File: src/rtl/uart_tx_ctrl_if.sv
`default_nettype none
// ============================================================================
// Module      : uart_tx_ctrl_if
// Description : Byte handshake between a requester and the UART transmit
//               controller. A byte is transferred on any rising clock edge
//               where tx_valid and tx_ready are both high.
//
// Signals     : tx_valid  requester -> controller  byte available
//               tx_data   requester -> controller  byte to send (8 bits)
//               tx_ready  controller -> requester  controller is idle
//
// Modports    : master - requester side (drives tx_valid / tx_data)
//               slave  - controller side (drives tx_ready)
//
// Revision    : 1.0 - initial release
// ============================================================================
interface uart_tx_ctrl_if;
  logic       tx_valid;
  logic [7:0] tx_data;
  logic       tx_ready;

  modport master (
    output tx_valid,
    output tx_data,
    input  tx_ready
  );

  modport slave (
    input  tx_valid,
    input  tx_data,
    output tx_ready
  );
endinterface
`default_nettype wire

File: src/rtl/uart_tx_ctrl.sv
`default_nettype none
// ============================================================================
// Module      : uart_tx_ctrl
// Description : UART transmit controller. Accepts one byte per handshake and
//               serialises it as 1 start bit (0), 8 data bits LSB first,
//               an optional even-parity bit, and 1 stop bit (1). Every bit
//               lasts CLKS_PER_BIT clock cycles. The line idles high.
//
// Parameters  : CLKS_PER_BIT  clock cycles per serial bit (2..1023)
//
// Build macro : UART_TX_PARITY_EN - when defined, an even parity bit (XOR of
//               the captured byte) is sent between the data bits and the
//               stop bit. When undefined, the parity state and logic are
//               not built and DATA goes straight to STOP.
//
// Ports       : clk         clock, all state updates on the rising edge
//               n_rst       synchronous active-low reset
//               tx          handshake interface (slave modport):
//                             tx_valid / tx_data in, tx_ready out
//               serial_out  registered UART line, idle high
//               tx_busy     registered, high while a frame is in progress
//               tx_done     registered, one-cycle pulse in the first idle
//                           cycle after a frame completes
//
// Revision    : 1.0 - initial release
// ============================================================================
module uart_tx_ctrl #(
  parameter int CLKS_PER_BIT = 10
) (
  input  wire logic     clk,
  input  wire logic     n_rst,
  uart_tx_ctrl_if.slave tx,
  output logic          serial_out,
  output logic          tx_busy,
  output logic          tx_done
);

  // Bit timer width; guarded so a degenerate value still elaborates.
  localparam int CNT_W = (CLKS_PER_BIT > 1) ? $clog2(CLKS_PER_BIT) : 1;
  localparam logic [CNT_W-1:0] C_BIT_LAST = CNT_W'(CLKS_PER_BIT - 1);
  localparam logic [2:0]       C_LAST_DATA_IDX = 3'd7;

  typedef enum logic [2:0] {
    IDLE   = 3'd0,
    START  = 3'd1,
    DATA   = 3'd2,
`ifdef UART_TX_PARITY_EN
    PARITY = 3'd4,
`endif
    STOP   = 3'd3
  } state_t;

  state_t           r_state;
  logic [CNT_W-1:0] r_bit_cnt;   // cycles elapsed within the current bit
  logic [2:0]       r_data_idx;  // which data bit is on the line
  logic [7:0]       r_shift;     // bit 0 is always the data bit being sent
`ifdef UART_TX_PARITY_EN
  logic             r_parity;    // even parity of the captured byte
`endif

  logic w_ready;
  logic w_handshake;
  logic w_bit_end;

  // Ready is a pure decode of the registered state, so it is glitch-free
  // and high in the very first cycle after reset release.
  assign w_ready     = (r_state == IDLE);
  assign w_handshake = tx.tx_valid & w_ready;
  assign w_bit_end   = (r_bit_cnt == C_BIT_LAST);
  assign tx.tx_ready = w_ready;

  // serial_out is always assigned on the edge that enters a state, so the
  // line already carries that state's value in its first cycle.
  always_ff @(posedge clk) begin
    if (!n_rst) begin
      r_state    <= IDLE;
      r_bit_cnt  <= '0;
      r_data_idx <= '0;
      r_shift    <= '0;
`ifdef UART_TX_PARITY_EN
      r_parity   <= 1'b0;
`endif
      serial_out <= 1'b1;
      tx_busy    <= 1'b0;
      tx_done    <= 1'b0;
    end else begin
      // tx_done is a single-cycle pulse; only the STOP exit raises it.
      tx_done <= 1'b0;

      case (r_state)
        IDLE: begin
          serial_out <= 1'b1;
          tx_busy    <= 1'b0;
          r_bit_cnt  <= '0;
          r_data_idx <= '0;
          if (w_handshake) begin
            r_shift    <= tx.tx_data;
`ifdef UART_TX_PARITY_EN
            r_parity   <= ^tx.tx_data;
`endif
            r_state    <= START;
            serial_out <= 1'b0;
            tx_busy    <= 1'b1;
          end
        end

        START: begin
          if (w_bit_end) begin
            r_bit_cnt  <= '0;
            r_state    <= DATA;
            serial_out <= r_shift[0];
          end else begin
            r_bit_cnt <= r_bit_cnt + 1'b1;
          end
        end

        DATA: begin
          if (w_bit_end) begin
            r_bit_cnt <= '0;
            r_shift   <= {1'b0, r_shift[7:1]};
            if (r_data_idx == C_LAST_DATA_IDX) begin
              r_data_idx <= '0;
`ifdef UART_TX_PARITY_EN
              r_state    <= PARITY;
              serial_out <= r_parity;
`else
              r_state    <= STOP;
              serial_out <= 1'b1;
`endif
            end else begin
              r_data_idx <= r_data_idx + 1'b1;
              // Next bit is shift[1] now, which becomes shift[0] after
              // this edge's shift.
              serial_out <= r_shift[1];
            end
          end else begin
            r_bit_cnt <= r_bit_cnt + 1'b1;
          end
        end

`ifdef UART_TX_PARITY_EN
        PARITY: begin
          if (w_bit_end) begin
            r_bit_cnt  <= '0;
            r_state    <= STOP;
            serial_out <= 1'b1;
          end else begin
            r_bit_cnt <= r_bit_cnt + 1'b1;
          end
        end
`endif

        STOP: begin
          if (w_bit_end) begin
            r_bit_cnt  <= '0;
            r_state    <= IDLE;
            serial_out <= 1'b1;
            tx_busy    <= 1'b0;
            tx_done    <= 1'b1;
          end else begin
            r_bit_cnt <= r_bit_cnt + 1'b1;
          end
        end

        default: begin
          r_state    <= IDLE;
          r_bit_cnt  <= '0;
          r_data_idx <= '0;
          serial_out <= 1'b1;
          tx_busy    <= 1'b0;
        end
      endcase
    end
  end

endmodule
`default_nettype wire

File: src/flat_wrapper.sv
// flat-port wrapper written by rule: the top's interface ports become plain ports
module uart_tx_ctrl_flat 
#(
  parameter int CLKS_PER_BIT = 10
)
  (clk, n_rst, serial_out, tx_busy, tx_done, tx_tx_valid, tx_tx_data, tx_tx_ready);
  uart_tx_ctrl_if tx_i ();
  input  wire logic clk;
  input  wire logic n_rst;
  output logic serial_out;
  output logic tx_busy;
  output logic tx_done;
  input wire logic [$bits(tx_i.tx_valid)-1:0] tx_tx_valid;
  input wire logic [$bits(tx_i.tx_data)-1:0] tx_tx_data;
  output wire logic [$bits(tx_i.tx_ready)-1:0] tx_tx_ready;
  assign tx_i.tx_valid = tx_tx_valid;
  assign tx_i.tx_data = tx_tx_data;
  assign tx_tx_ready = tx_i.tx_ready;
  uart_tx_ctrl #(.CLKS_PER_BIT(CLKS_PER_BIT)) u_core (.clk(clk), .n_rst(n_rst), .tx(tx_i), .serial_out(serial_out), .tx_busy(tx_busy), .tx_done(tx_done));
endmodule
File: config.mk
export PLATFORM = sky130hd
export DESIGN_NAME = uart_tx_ctrl_flat
export DESIGN_NICKNAME = d
export VERILOG_FILES = /design/src/rtl/uart_tx_ctrl_if.sv /design/src/rtl/uart_tx_ctrl.sv /design/src/flat_wrapper.sv
export SDC_FILE = /design/constraint.sdc
export NUM_CORES = 1
export LEC_CHECK = 0
export BUFFER_PORTS_ARGS = -buffer_cell sky130_fd_sc_hd__buf_2
export CAP_MARGIN = 20
export CORE_ASPECT_RATIO = 0.6
export CORE_MARGIN = 2
export CORE_UTILIZATION = 50
export CTS_CLUSTER_SIZE = 10
export DETAILED_ROUTE_END_ITERATION = 12
export HOLD_SLACK_MARGIN = 0.15
export PLACE_DENSITY = 0.74
export SYNTH_ARGS = -nofsm -noshare
export SYNTH_HDL_FRONTEND = slang
export SYNTH_SLANG_ARGS = --single-unit
File: constraint.sdc
create_clock -name clk -period 1.6 [get_ports clk]
set_input_delay 0.16 -clock clk [delete_from_list [all_inputs] [get_ports clk]]
set_output_delay 0.16 -clock clk [all_outputs]
set_load 0.01 [all_outputs]
; Word level (Yosys, flattened, before mapping)
; Cells that the tools add are included.
; W data, S select, Z words.
[totals]
reg_bits = 21
out_inout_bits = 4
[classes]
mux = 22
bitwise = 5
n_eq_ne = 10
n_reduce_logical = 12
n_addsub = 2
[op_table]
columns = op, count
row1 = $mux W3, 7
row2 = $mux W8, 2
row3 = $pmux W8 S2, 1
row4 = $pmux W3 S4, 1
row5 = $mux W1, 8
row6 = $ne A2 B1 Y1 const B, 4
row7 = $eq A3 B2 Y1 const B, 2
row8 = $pmux W3 S2, 1
row9 = $reduce_and A2 Y1, 3
row10 = $reduce_and A3 Y1, 2
row11 = $reduce_or A3 Y1, 2
row12 = $reduce_and A5 Y1, 1
row13 = $add A4 B1 Y4 const B, 1
row14 = $eq A4 B4 Y1 const B, 1
row15 = $not A1 Y1, 4
row16 = $pmux W1 S4, 1
row17 = $reduce_or A2 Y1, 2
row18 = $add A3 B1 Y3 const B, 1
row19 = $eq A3 B1 Y1 const B, 1
row20 = $eq A3 B3 Y1 const B, 1
row21 = $logic_not A3 Y1, 1
row22 = $pmux W1 S3, 1
row23 = $ne A2 B2 Y1 const B, 1
row24 = $reduce_bool A2 Y1, 1
row25 = $and A1 B1 Y1, 1

; Logic depth before layout (Yosys ltp)
; Gate-level depths: netlist (run 1).
[depth]
depth_word = 4
depth_mapped = 7

; Least setup slack after synthesis (run 1)
; OpenSTA, ideal clock, no wires.
[synth_timing]
path_kind = register to register
from = register u_core.r_state[0]
to = register u_core.r_state[0]
synth_period_minus_slack_ns = 1.707
setup_slack_ns = -0.107
path_stages_with_launch = 7
arrival_ns = 1.635
setup_time_ns = 0.072
path_cell_list = dfxtp_1 > inv_1 > ha_1 > buf_6 > or3_4 > a211oi_4 > mux2i_1
[synth_via]
elab_chain_cells = 4
[synth_rtl]
columns = item, line_no
row1 = "start, declared", uart_tx_ctrl.sv:53  ; state_t r_state;
row2 = "start signal, assigned", uart_tx_ctrl.sv:76  ; r_state <= IDLE;
row3 = "start signal, assigned", uart_tx_ctrl.sv:101  ; r_state <= START;
row4 = "start signal, assigned", uart_tx_ctrl.sv:110  ; r_state <= DATA;
row5 = $logic_not A3 Y1, "uart_tx_ctrl.sv:67, uart_tx_ctrl.sv:90"
row6 = $and A1 B1 Y1, uart_tx_ctrl.sv:68  ; assign w_handshake = tx.tx_valid & w_ready;
row7 = $ne A2 B2 Y1 (no source line), --
row8 = $reduce_and A5 Y1 (no source line), --
; Parallel ways exist; a longest one is shown, timed or not.
; A chain may end at the register's enable or synchronous reset.

; Final worst setup path (run 1)
[layout_timing]
from = register u_core.r_state[1]
to = register u_core.r_state[1]
; The elaborated chain is that of the path after synthesis.

==> metrics, run 1 <==
top-count cell post-synth nand2_1; Yosys top cell area share 0.366; syn_nets 134; minimum clock period 1.55 ns; largest net degree at the start of global routing 24; CTS clk-pin slew, worst paths 0.12 ns; GRT overflow 0; Residual DRC 0; HP Start tx_tx_data[2]; synth cell count leaders 24 x nand2_1, 20 x dfxtp_1, 15 x mux2i_1; Area growth, synth to finish 22.1%; Core ar. 2110 µm²; Netlist Area Pre-Place 1090 µm²; largest family of logic cells by synthesized area multiplexers; status finished clean; vias in the first global route 772; Crit path depth 5; Fin. Hold Viols 0; family with the most delay on the worst path flip-flops; GRT Total Usage 0.192; XOR/XNOR Fraction of Synth Area 0.0160; Seq cells post-synth 20; Placement Setup Slack -0.0358 ns; Setup-failing EPs final 0; Initial Utilization 0.518; DRT iter0 DRCs 30; WP buf/inv 1; first-pass GRT wire length 3.54 mm; Yosys Warn Count 0; Post-Synth Adder-Cell Area 0.114; GPL Wtd Cong 0.830; I/O Buffers 14; skew final 0.00598 ns; hpwl dp 1.57 mm; headroom to the max-slew limit 0.727; CP arrival 1.78 ns; slowest CP cell dfxtp_2; worst r2r path cells 5; cell row count 13; initial antenna violation count 0; met1 Use GR 0.232; maximum vdd ir drop 0.870 mV; startpoint types register; worst-path maximum fanout 5; DR WL/cell 12.7 µm; Num CTS Buffers 3; final hold slack 0.235 ns; CTS max path bufs 2; Unique masters post-synth 25; vias per cell 4.92; critical path class register to register; GRT busiest layer met2; Max stage delay on crit path 0.36 ns; PwrDens 1650 nW/µm²; CTS H-tree depth 1; I/O pins 15; CP Cell Sequence buf_4 > ha_4 > or3_4 > a211oi_4 > mux2i_1; die span in y 40.2 µm; Avg Cell Area, Syn 9.69 µm²; fin area 1340 µm²; CP startpoint u_core.r_state[1]$_SDFFE_PN0P_; top post-synthesis cells by area dfxtp_1 37%, mux2i_1 14%, ha_1 11%, nand2_1 8.2%, mux2_2 7.2%; Post-DRT Antenna Nets 0; total power 2.21 mW; die area 2590 µm²; Final Max Slew Viols 0; sequential area share after synthesis 0.366; RR Startpoint u_core.r_state[1]$_SDFFE_PN0P_; critical path endpoint category register; post-synthesis mux area share 0.209; Worst Hold Path Cells 4; number of synthesized flops with an enable pin 0; share of cells above drive strength 1 0.341; Simple-Gate Fraction of Synth Area 0.193; CTS tree yes; Top FF cell, synth dfxtp_1; PnR worst setup slack 0.0491 ns; Pleak 0.641 nW; RSZ-0062 raised after global routing yes; Routed WL 2.14 mm; first drt pass iteration count 4; antenna cells 0; Async SR Flop Fraction 0; HP Class input port to register; Clock Root Buffer clkbuf_4; final period utilization 0.969; complex-gate fraction of the synthesized area 0.0617; Worst Tran Pin Value 0.409 ns; Max Clk Rate 645 MHz; largest area contributor in the netlist dfxtp_1; Cells after Synth 113; placed cell area 1240 µm²; met3 Usage GRT 0.0674; worst skew pair latency 0.30 ns; routing usage on met2 0.341; CP required 1.83 ns; final net count 160; Max Cap Violations 0; Die Width 64.4 µm; Final TNS setup 0 ns; total number of vias 826; Num Clock Sinks 20
## path summary, 6_finish.rpt
check                                                 endpoint  slack [ns]
worst max-delay path            u_core.r_state[1]$_SDFFE_PN0P_        0.05
worst min-delay path            u_core.r_shift[2]$_SDFFE_PN0P_        0.24
worst max register to register  u_core.r_state[1]$_SDFFE_PN0P_        0.05
worst min register to register     u_core.tx_busy$_SDFFE_PN0P_        0.47
## layout make-up
cell class	instances	area, µm²
clock buffer	4	36.3
fill	186	778
inverter	3	11.3
multi-input combinational	84	671
sequential	20	405
tap	30	37.5
timing repair buffer	27	175
## layout by cell type, fill, tap and decap left out
master | Yosys | layout
a2111oi_1 | 0 | 1
a21oi_1 | 1 | 1
nand3b_4 | 1 | 1
dfxtp_1 | 20 | 18
dfxtp_4 | 0 | 1
o21ai_0 | 1 | 1
nor2b_2 | 0 | 1
nand2_1 | 24 | 24
o21a_1 | 1 | 1
or3_4 | 1 | 1
a211oi_2 | 1 | 1
mux2_2 | 7 | 7
nand3_1 | 4 | 4
ha_1 | 10 | 8
nor2b_1 | 3 | 2
ha_2 | 0 | 1
buf_4 | 0 | 10
a211o_2 | 0 | 1
nand2b_1 | 1 | 1
mux2i_1 | 15 | 15
dlygate4sd3_1 | 0 | 3
ha_4 | 0 | 1
nand3b_1 | 3 | 3
inv_2 | 0 | 2
nor2_1 | 6 | 6
xor2_1 | 1 | 1
a211oi_4 | 1 | 1
clkbuf_8 | 0 | 1
xnor2_1 | 1 | 1
dfxtp_2 | 0 | 1
clkbuf_4 | 0 | 3
inv_1 | 3 | 1
buf_2 | 2 | 14
## worst register-to-register path: cells and delay by family, from the launching register on
kind            cells  cell delay, ns
flops               1            0.36
simple gates        1            0.34
mux                 1            0.22
buf+inv             1            0.14
compound gates      1            0.26
fa+ha+maj           1            0.17
## logic make-up after synthesis
logic type                 count (synthesis)
xor gates and xnor gates                   2
buffers and inverters                      9
adders and majority gates                 10
muxes                                     22
DFF                                       20
and+or+nand+nor                           43
AOI/OAI and AO/OA                          7
## through the flow
stage	utilization	cells
finish	0.632	168
global placement	0.586	160
global route	0.632	168
detailed placement	0.586	160
CTS	0.630	168
floorplan	-	113
## power breakdown
group | switching (mW) | leakage [nW] | total [mW] | internal, mW
logic | 0.537 | 0.456 | 1.14 | 0.599
registers | 0.106 | 0.165 | 0.769 | 0.663
clock network | 0.162 | 0.0210 | 0.301 | 0.139
## sequential cells by signal, indices dropped and copies added, names as in the netlist
register,flops
u_core.r_bit_cnt,4
u_core.tx_done,1
u_core.serial_out,1
u_core.tx_busy,1
u_core.r_data_idx,3
u_core.r_shift,8
u_core.r_state,2
## timing repair
action | 4_1_cts | 5_1_grt
endpoints found under the hold margin | 3 | 0
setup buffers | 1 | 0
pin swaps | 1 | 1
hold buffers | 3 | 0
gates resized for setup | 5 | 4
endpoints found under the setup margin | 7 | 11
## per-layer routing
layer	share of wire	vias to the layer above
met2	0.46	9
met4	0.0056	0
met5	0	-
li1	-	433
met3	0.029	2
met1	0.51	382
(Power assumes the default switching activity.)
==> run 2, diff against run 1 <==
BUFFER_PORTS_ARGS = -buffer_cell sky130_fd_sc_hd__clkbuf_2   (was -buffer_cell sky130_fd_sc_hd__buf_2)
CTS_BUF_LIST = sky130_fd_sc_hd__clkbuf_4 sky130_fd_sc_hd__clkbuf_8 sky130_fd_sc_hd__clkbuf_16   (was default)
==> run 2 against run 1 <==
Net effect: largest cell class unchanged; combinational power about the same; first-iteration DRC count increased by 10%; count of clock-buffer cells in the layout decreased by 1; via count decreased by 0.73%; sequential cell count unchanged; cell count decreased by 1.2%; sequential share of layout area decreased by 0.12 points; register-to-register slack got worse by 0.02 ns; non-clock buffer count decreased by 2; critical path type unchanged; clock skew increased by 0.0071 ns; die area unchanged.
==> metrics, run 2 (synthesis gave the netlist of run 1 again) <==
Area growth, synth to finish 23.3%; Core ar. 2110 µm² (unchanged); fill cell count 182 (-2.2%); commonest non-fill, non-tap cell in the layout nand2_1; placed cell area 1230 µm² (-0.61%); CP arrival 1.80 ns (+0.02 ns); Critical R2R Capture u_core.r_state[1]$_SDFFE_PN0P_; Num Clock Sinks 20 (unchanged); RSZ-0062 raised after global routing yes; max reg flops 8 (unchanged); worst-path maximum fanout 5 (unchanged); I/O pins 15 (unchanged); total number of vias 820 (-0.73%); I/O Buffers 14 (unchanged); commonest cells after routing, fill and taps aside 24 x nand2_1, 18 x dfxtp_1, 15 x mux2i_1, 14 x clkbuf_2, 9 x buf_4; worst r2r path cells 5 (unchanged); Final TNS setup 0 ns (unchanged); critical path endpoint category register; initial antenna violation count 0 (unchanged); Most flops, register u_core.r_shift; HP Start n_rst; total power 2.34 mW (+6.1%); Residual DRC 0 (unchanged); final hold slack 0.171 ns (-0.0643 ns); Post-DRT Antenna Nets 0 (unchanged); vias per cell 4.94 (+0.47%); GPL Wtd Cong 0.850 (+2.3%); GRT overflow 0 (unchanged); Worst Tran Pin Value 0.433 ns (+0.0241 ns); minimum clock period 1.57 ns (+0.0184 ns); area occupied by multi-input gates 681 µm² (+1.5%); headroom to the max-slew limit 0.711 (-0.0161); largest net degree at the start of global routing 24 (unchanged); CTS tree yes; FF+latch area 408 µm² (+0.62%); Routed WL 2.05 mm (-4.1%); Num CTS Buffers 3 (unchanged); Worst Hold End u_core.tx_done$_SDFF_PN0_; Clock Root Buffer clkbuf_4; fin area 1350 µm² (+1.0%); Die Width 64.4 µm (unchanged); hpwl dp 1.53 mm (-2.3%); CP Cell Sequence inv_4 > ha_2 > or3_4 > a211oi_4 > mux2i_1; cell row count 13 (unchanged); share of cells above drive strength 1 0.346 (+0.00501); Final Core Density 0.638 (+0.00651); Max Clk Rate 637 MHz (-1.2%); Setup-failing EPs final 0 (unchanged); critical path class register to register; skew final 0.0130 ns (+0.00706 ns); final period utilization 0.981 (+0.0115); RR Startpoint u_core.r_state[1]$_SDFFE_PN0P_; antenna cells 0 (unchanged); HP Class input port to register; status finished clean; WP buf/inv 1 (unchanged); CTS H-tree depth 1 (unchanged); die area 2590 µm² (unchanged); final net count 158 (-1.3%); Initial Utilization 0.518 (unchanged); worst skew pair latency 0.31 ns (about the same); GRT Total Usage 0.180 (-0.0126); CP required 1.83 ns (about the same); CTS max path bufs 2 (unchanged); r2r setup slk 0.03 ns (-0.02 ns); DR WL/cell 12.4 µm (-2.9%); Max Cap Violations 0 (unchanged); family with the most delay on the worst path flip-flops; slowest CP cell dfxtp_4; Worst Hold Path Cells 3 (-1); PwrDens 1730 nW/µm² (+5.0%); maximum vdd ir drop 0.984 mV (+13%); die span in y 40.2 µm (unchanged); first-pass GRT wire length 3.41 mm (-3.7%); Pleak 0.643 nW (+0.23%); vias in the first global route 739 (-4.3%); Final Max Slew Viols 0 (unchanged); Max stage delay on crit path 0.41 ns (+0.05 ns); first drt pass iteration count 4 (unchanged); DRT iter0 DRCs 33 (+10%); Fin. Hold Viols 0 (unchanged); CTS clk-pin slew, worst paths 0.12 ns (about the same); Top Registers u_core.r_shift (8), u_core.r_bit_cnt (4), u_core.r_data_idx (3); startpoint types register
run 2: metrics by stage:
| stage | instances | worst slack, ns |
|---|---|---|
| after floorplan | 113 | 0.0343 |
| after global placement | 159 | -0.00200 |
| after detailed placement | 159 | -0.0727 |
| after CTS | 166 | -0.00299 |
| after global routing | 166 | -0.0558 |
| final | 166 | 0.0308 |
run 2: cell type report:
class                   count  area share
clock buffers               3      0.0167
clock inverters             1      0.0222
inverters                   3      0.0102
multi-input cells          84       0.504
flip-flops and latches     20       0.302
well taps                  30      0.0278
repair buffers             25       0.117
run 2: routing by layer:
layer | global-route usage | share of wire
met5 | 0 | 0
met1 | 0.218 | 0.48
met2 | 0.318 | 0.48
met3 | 0.0590 | 0.034
met4 | 0.0479 | 0.0044
run 2: how the worst max path moves through the flow:
stage | start | endpoint | slack [ns] | depth (start not counted)
2_1_floorplan | u_core.r_state[1]$_SDFFE_PN0P_ | u_core.r_shift[0]$_SDFFE_PN0P_ | 0.03 | 6
3_3_place_gp | u_core.r_state[0]$_SDFFE_PN0P_ | u_core.r_state[0]$_SDFFE_PN0P_ | -0.002 | 6
3_5_place_dp | u_core.r_state[1]$_SDFFE_PN0P_ | u_core.r_state[1]$_SDFFE_PN0P_ | -0.07 | 5
4_1_cts | u_core.r_state[1]$_SDFFE_PN0P_ | u_core.r_state[1]$_SDFFE_PN0P_ | -0.003 | 5
5_1_grt | u_core.r_state[1]$_SDFFE_PN0P_ | u_core.r_state[1]$_SDFFE_PN0P_ | -0.06 | 5
6_report | u_core.r_state[1]$_SDFFE_PN0P_ | u_core.r_state[1]$_SDFFE_PN0P_ | 0.03 | 5
run 2: report_power, final:
group          internal, mW  total [mW]  switching, mW
clock network         0.253       0.418          0.165
logic                 0.597        1.14          0.539
registers             0.668       0.788          0.120
run 2: worst register-to-register path, delay by kind of cell, from the launching register on:
kind            cells  cell delay, ns
flops               1            0.41
fa+ha+maj           1            0.17
buf+inv             1            0.04
compound gates      1            0.27
mux                 1            0.22
simple gates        1            0.38
run 2: repair_timing:
action / in CTS / in global routing
hold buffers: 2 / 0
endpoints found under the setup margin: 10 / 11
pin swaps: 2 / 1
hold endpoints to repair: 2 / 0
buffers inserted: 1 / 0
resized for setup: 7 / 6
